==> src/rtl/imem_loader_if.sv <==
// imem_loader_if: bundles the byte-stream handshake and the instruction-memory
// write port of the instruction memory loader.
//   start, byte_valid, byte_data : stream source -> loader
//   byte_ready                   : loader -> stream source
//   wr_en, wr_addr, wr_data      : loader -> instruction memory write port
//   busy, done, word_count       : loader status
// modport slave is the loader side, modport master is the source/controller side.
interface imem_loader_if #(
    parameter int unsigned ADDR_WIDTH = 4
);
    logic                  start;
    logic                  byte_valid;
    logic [7:0]            byte_data;
    logic                  byte_ready;
    logic                  wr_en;
    logic [ADDR_WIDTH-1:0] wr_addr;
    logic [31:0]           wr_data;
    logic                  busy;
    logic                  done;
    logic [ADDR_WIDTH-1:0] word_count;

    modport master (
        output start,
        output byte_valid,
        output byte_data,
        input  byte_ready,
        input  wr_en,
        input  wr_addr,
        input  wr_data,
        input  busy,
        input  done,
        input  word_count
    );

    modport slave (
        input  start,
        input  byte_valid,
        input  byte_data,
        output byte_ready,
        output wr_en,
        output wr_addr,
        output wr_data,
        output busy,
        output done,
        output word_count
    );
endinterface

==> src/rtl/imem_loader.sv <==
// imem_loader: fills the instruction memory at run time from a byte stream.
// Four bytes per word, first byte is the MSB; one write per word at sequential
// addresses starting from 0. done rises once INSTRUCTION_COUNT words are written.
// Ports:
//   clock   : system clock, rising edge
//   reset_n : asynchronous active-low reset
//   bus     : imem_loader_if.slave (stream handshake, memory write port, status)
// All outputs come from registers or are decoded from the state register only.
module imem_loader #(
    parameter int unsigned INSTRUCTION_COUNT = 12,
    parameter int unsigned ADDR_WIDTH        = 4
) (
    input  logic         clock,
    input  logic         reset_n,
    imem_loader_if.slave bus
);
    // One extra bit so a full 2**ADDR_WIDTH load can still be detected.
    localparam int unsigned CountWidth = ADDR_WIDTH + 1;
    localparam logic [CountWidth-1:0] CountLast = CountWidth'(INSTRUCTION_COUNT);

    typedef enum logic [1:0] {
        StIdle,
        StCollect,
        StWrite,
        StDone
    } state_e;

    state_e                state_q, state_d;
    logic [1:0]            byte_idx_q, byte_idx_d;
    // Bytes 0..2 of the word in progress; byte 3 goes straight into wr_data.
    logic [23:0]           word_buf_q, word_buf_d;
    logic [ADDR_WIDTH-1:0] wr_addr_q, wr_addr_d;
    logic [31:0]           wr_data_q, wr_data_d;
    logic [ADDR_WIDTH-1:0] word_count_q, word_count_d;
    logic [CountWidth-1:0] count_inc;

    assign count_inc = {1'b0, word_count_q} + CountWidth'(1);

    always_comb begin
        state_d      = state_q;
        byte_idx_d   = byte_idx_q;
        word_buf_d   = word_buf_q;
        wr_addr_d    = wr_addr_q;
        wr_data_d    = wr_data_q;
        word_count_d = word_count_q;

        unique case (state_q)
            StIdle, StDone: begin
                if (bus.start) begin
                    state_d      = StCollect;
                    byte_idx_d   = 2'd0;
                    word_count_d = '0;
                end
            end
            StCollect: begin
                if (bus.byte_valid) begin
                    // Index wraps 3 -> 0 naturally when the word completes.
                    byte_idx_d = byte_idx_q + 2'd1;
                    unique case (byte_idx_q)
                        2'd0: word_buf_d[23:16] = bus.byte_data;
                        2'd1: word_buf_d[15:8]  = bus.byte_data;
                        2'd2: word_buf_d[7:0]   = bus.byte_data;
                        2'd3: begin
                            state_d   = StWrite;
                            wr_addr_d = word_count_q;
                            wr_data_d = {word_buf_q, bus.byte_data};
                        end
                        default: ;
                    endcase
                end
            end
            StWrite: begin
                word_count_d = count_inc[ADDR_WIDTH-1:0];
                state_d      = (count_inc == CountLast) ? StDone : StCollect;
            end
            default: state_d = StIdle;
        endcase
    end

    always_ff @(posedge clock or negedge reset_n) begin
        if (!reset_n) begin
            state_q      <= StIdle;
            byte_idx_q   <= 2'd0;
            word_buf_q   <= '0;
            wr_addr_q    <= '0;
            wr_data_q    <= '0;
            word_count_q <= '0;
        end else begin
            state_q      <= state_d;
            byte_idx_q   <= byte_idx_d;
            word_buf_q   <= word_buf_d;
            wr_addr_q    <= wr_addr_d;
            wr_data_q    <= wr_data_d;
            word_count_q <= word_count_d;
        end
    end

    assign bus.byte_ready = (state_q == StCollect);
    assign bus.wr_en      = (state_q == StWrite);
    assign bus.busy       = (state_q == StCollect) || (state_q == StWrite);
    assign bus.done       = (state_q == StDone);
    assign bus.wr_addr    = wr_addr_q;
    assign bus.wr_data    = wr_data_q;
    assign bus.word_count = word_count_q;
endmodule

==> src/flat_wrapper.sv <==
// flat-port wrapper written by rule: the top's interface ports become plain ports
module imem_loader_flat 
#(
    parameter int unsigned INSTRUCTION_COUNT = 12,
    parameter int unsigned ADDR_WIDTH        = 4
)
  (clock, reset_n, bus_start, bus_byte_valid, bus_byte_data, bus_byte_ready, bus_wr_en, bus_wr_addr, bus_wr_data, bus_busy, bus_done, bus_word_count);
  imem_loader_if #(.ADDR_WIDTH(ADDR_WIDTH)) bus_i ();
  input  logic clock;
  input  logic reset_n;
  input wire logic [$bits(bus_i.start)-1:0] bus_start;
  input wire logic [$bits(bus_i.byte_valid)-1:0] bus_byte_valid;
  input wire logic [$bits(bus_i.byte_data)-1:0] bus_byte_data;
  output wire logic [$bits(bus_i.byte_ready)-1:0] bus_byte_ready;
  output wire logic [$bits(bus_i.wr_en)-1:0] bus_wr_en;
  output wire logic [$bits(bus_i.wr_addr)-1:0] bus_wr_addr;
  output wire logic [$bits(bus_i.wr_data)-1:0] bus_wr_data;
  output wire logic [$bits(bus_i.busy)-1:0] bus_busy;
  output wire logic [$bits(bus_i.done)-1:0] bus_done;
  output wire logic [$bits(bus_i.word_count)-1:0] bus_word_count;
  assign bus_i.start = bus_start;
  assign bus_i.byte_valid = bus_byte_valid;
  assign bus_i.byte_data = bus_byte_data;
  assign bus_byte_ready = bus_i.byte_ready;
  assign bus_wr_en = bus_i.wr_en;
  assign bus_wr_addr = bus_i.wr_addr;
  assign bus_wr_data = bus_i.wr_data;
  assign bus_busy = bus_i.busy;
  assign bus_done = bus_i.done;
  assign bus_word_count = bus_i.word_count;
  imem_loader #(.INSTRUCTION_COUNT(INSTRUCTION_COUNT), .ADDR_WIDTH(ADDR_WIDTH)) u_core (.clock(clock), .reset_n(reset_n), .bus(bus_i));
endmodule
==> config.mk <==
export PLATFORM = sky130hd
export DESIGN_NAME = imem_loader_flat
export DESIGN_NICKNAME = d
export VERILOG_FILES = /design/src/rtl/imem_loader_if.sv /design/src/rtl/imem_loader.sv /design/src/flat_wrapper.sv
export SDC_FILE = /design/constraint.sdc
export NUM_CORES = 1
export LEC_CHECK = 0
export ABC_AREA = 1
export BUFFER_PORTS_ARGS = -buffer_cell sky130_fd_sc_hd__buf_2
export CORE_ASPECT_RATIO = 1.4
export CORE_MARGIN = 4
export CORE_UTILIZATION = 54
export DETAILED_ROUTE_END_ITERATION = 10
export HOLD_SLACK_MARGIN = 0.02
export PLACE_DENSITY = 0.78
export SYNTH_ARGS = -nofsm -noshare
export SYNTH_HDL_FRONTEND = slang
export SYNTH_SLANG_ARGS = --single-unit
==> constraint.sdc <==
create_clock -name clock -period 2 [get_ports clock]
set_clock_uncertainty 0.1 [all_clocks]
set_input_delay 0.1 -clock clock [delete_from_list [all_inputs] [get_ports clock]]
set_output_delay 0.1 -clock clock [all_outputs]
set_load 0.03 [all_outputs]
==> summary.txt <==
Critical path
  • Worst EP required: 2.10 ns
  • Max FO, Critical Path: 16
  • Setup CP Type: reg -> reg
  • Slowest cell on crit path: dfrtp_1
  • Startpoint Class: register
  • CP top delay family: simple AND/OR/NAND/NOR gates
  • Most common cell on crit path: nand2_1
  • CP endpoint kind: register
  • Critical path arrival: 1.86 ns
  • Worst path cell trace: inv_1, ha_1, nand2_1, inv_2, nand2_1, nand2_1, o21ai_0
  • Slowest stage delay, CP: 0.41 ns
  • Buf/Inv on CP: 2

Global routing
  • First-pass GRT wire length: 10.1 mm
  • Largest net degree at the start of global routing: 38
  • Initial antenna violation count: 0
  • Gr usage total: 0.201
  • Global route overflow: 0
  • Vias in the first global route: around 2,100

Cells and area
  • Ant diodes: 0
  • Layout area overhead: 21.0%
  • Final Net Count: 394
  • Layout cell share with drive strength beyond 1: 0.207
  • Register area: roughly 0.0017 mm^2
  • Area of the multi-input gates: 931 um^2
  • Fillers: 430
  • Final Instance Area: 0.00341 mm^2
  • Final non-filler cell total: 441

Yosys
  • Distinct cell type count after synthesis: 17
  • #FFs+latches synth: 68
  • Register area share after synthesis: 0.603
  • Syn Std Cell Area: 0.00282 mm^2
  • Cell taking the most area after synthesis: dfrtp_1
  • Top cells by area, synth: dfrtp_1 (60%), nand2_1 (14%), o21ai_0 (7.5%)
  • Post-Synthesis Net Count: roughly 330
  • Ys Warns: 0
  • Avg Synthesized Cell Area: 9.28 um^2
  • Mapped Cells: 304
  • Share of the synthesized area in the top cell type: 0.603

Clocking
  • Root Buffer: clkbuf_8
  • H-tree levels: 3
  • Setup bufs post-CTS: 0
  • Max clock buf depth: 2
  • CTS Sinks: 68
  • Cts-stage hold buffer count: 10
  • # resized after CTS: 0
  • CTS tree: built
  • Clock latency on the worst-skew pair: 0.33 ns
  • Clk pin slew, worst setup/hold paths: roughly 0.07 ns
  • Cts bufs inserted: 9

STA
  • Fmax: 0.567 GHz
  • Slew Viols, Final: 0
  • Final setup TNS: 0 ns
  • Crit share post-route: 0.882
  • Final setup violating endpoints: 0
  • Hold Violations, Final: 0
  • Minimum clock period: between 1.5 and 2 ns
  • Slew of the pin with the lowest slew margin: 0.420 ns
  • Unrepaired setup endpoints after global routing: false
  • Worst setup margin: 0.237 ns
  • Relative slew margins: 0.720

Placed design
  • Cells after DPL: 415
  • DPL Wire Length: around 4.1 mm
  • Dpl ws: 0.254 ns
  • Placed Area: ~0.0031 mm^2
  • Port Buffers: 55
  • GPL Wtd Cong: 0.738

Floorplan
  • Core Box Area: slightly below 0.005 mm^2
  • Die W: 69.1 um
  • Die area: 0.00646 mm^2
  • Chip height: 93.5 um
  • Initial Util: 0.569
  • # rows: 30
  • I/O pin cnt: 56

Detailed routing
  • WL per Instance: roughly 13 um
  • Drt initial violations: 179
  • DR vias/cell: 4.99
  • Post-DRT Antenna Nets: 0
  • Drt pass-1 iters: 4
  • Vias post-DR: 2,200
  • Drc violations: 0
  • Total Wirelength: between 5 and 6 mm

Run
  • Max-cap violations: 0

Power
  • Pwr dens: 1540 mW/mm^2
  • P_leak: around 1.9 nW
  • Worst vdd ir: 0.00105 V

Hold path
  • Hold Crit Class: in -> reg

Status
  • Run status: completed
[worst reg2reg max path, cell delays in order, from the launching register on]
cell and delay, ns:
dfrtp_1 0.41, inv_1 0.11, ha_1 0.23, nand2_1 0.08, inv_2 0.17, nand2_1 0.31
nand2_1 0.14, o21ai_0 0.09
[report_power, final]
group          internal (W)  switching, W
Clock              0.000480      0.000491
Sequential          0.00191      0.000328
Combinational      0.000610       0.00142
Total               0.00300       0.00224
[worst paths after layout]
path                                         from                        to  slack, ns  cells after the start
max                             u_core.state_q[1]      u_core.word_buf_q[7]       0.24                      7
min                              bus_byte_data[7]     u_core.bus.wr_data[7]       0.03                      3
max reg2reg                     u_core.state_q[1]      u_core.word_buf_q[7]       0.24                      7
min reg2reg                u_core.bus.wr_data[26]    u_core.bus.wr_data[26]       0.37                      2
max in group asynchronous                 reset_n     u_core.bus.wr_addr[3]       0.52                      4
min in group asynchronous                 reset_n  u_core.bus.word_count[1]       0.54                      3
[registers in the layout (all words and copies together) (netlist names)]
| name | flops |
|---|---|
| u_core.bus.word_count | 4 |
| u_core.byte_idx_q | 2 |
| u_core.word_buf_q | 24 |
| u_core.bus.wr_data | 32 |
| u_core.state_q | 2 |
| u_core.bus.wr_addr | 4 |
[metrics by stage]
stage	utilization	hold WS, ns	power [W]
after floorplan	-	-0.296	0.00370
after global placement	0.634	-0.165	0.00422
after detailed placement	0.634	-0.165	0.00429
after CTS	0.689	0.0238	0.00530
after global routing	0.689	0.0470	0.00566
final	0.689	0.0285	0.00524
[kinds of logic after synthesis]
logic type,Yosys count,synth area share
flip-flops,68,0.603
buffers and inverters,40,0.0665
adder cells (fa/ha/maj),10,0.0444
AO/OA/AOI/OAI,46,0.0825
AND/OR/NAND/NOR,140,0.203
[synthesized netlist by cell type]
cell type / number
nand4_1: 1
nand2_2: 1
nand2_1: 106
o22ai_1: 1
buf_2: 6
a31oi_1: 1
inv_1: 25
a21oi_1: 2
buf_6: 4
clkbuf_1: 4
dfrtp_1: 68
inv_2: 1
o21ai_0: 42
nand3_1: 28
nand2_4: 1
nor2_1: 3
ha_1: 10
[metal layers]
layer / track usage / vias to the layer above / wire (um)
met5: 0 / - / 0
met4: 0.101 / 0 / 99
met3: 0.0419 / 7 / 303
met2: 0.357 / 47 / 3100
met1: 0.228 / 1039 / 2340
li1: - / 1107 / -
[layout by cell type, fill, tap and decap left out, types with 2 or more instances in the layout]
| cell | Yosys | routed |
|---|---|---|
| nand2_1 | 106 | 106 |
| dfrtp_1 | 68 | 68 |
| buf_2 | 6 | 55 |
| o21ai_0 | 42 | 42 |
| nand3_1 | 28 | 28 |
| inv_1 | 25 | 25 |
| ha_1 | 10 | 10 |
| clkbuf_8 | 0 | 10 |
| dlygate4sd3_1 | 0 | 10 |
| buf_4 | 0 | 5 |
| nor2_1 | 3 | 3 |
| a21oi_1 | 2 | 2 |
| clkinvlp_4 | 0 | 2 |
| clkinv_2 | 0 | 2 |
| clkbuf_1 | 4 | 2 |
[final cells by class]
cell class,count,area share
flip-flops and latches,68,0.499
multi-input cells,196,0.273
repair buffers,71,0.127
clock buffers,12,0.0425
inverters,26,0.0286
well taps,64,0.0235
clock inverters,4,0.00733
(Power assumes the default switching activity.)
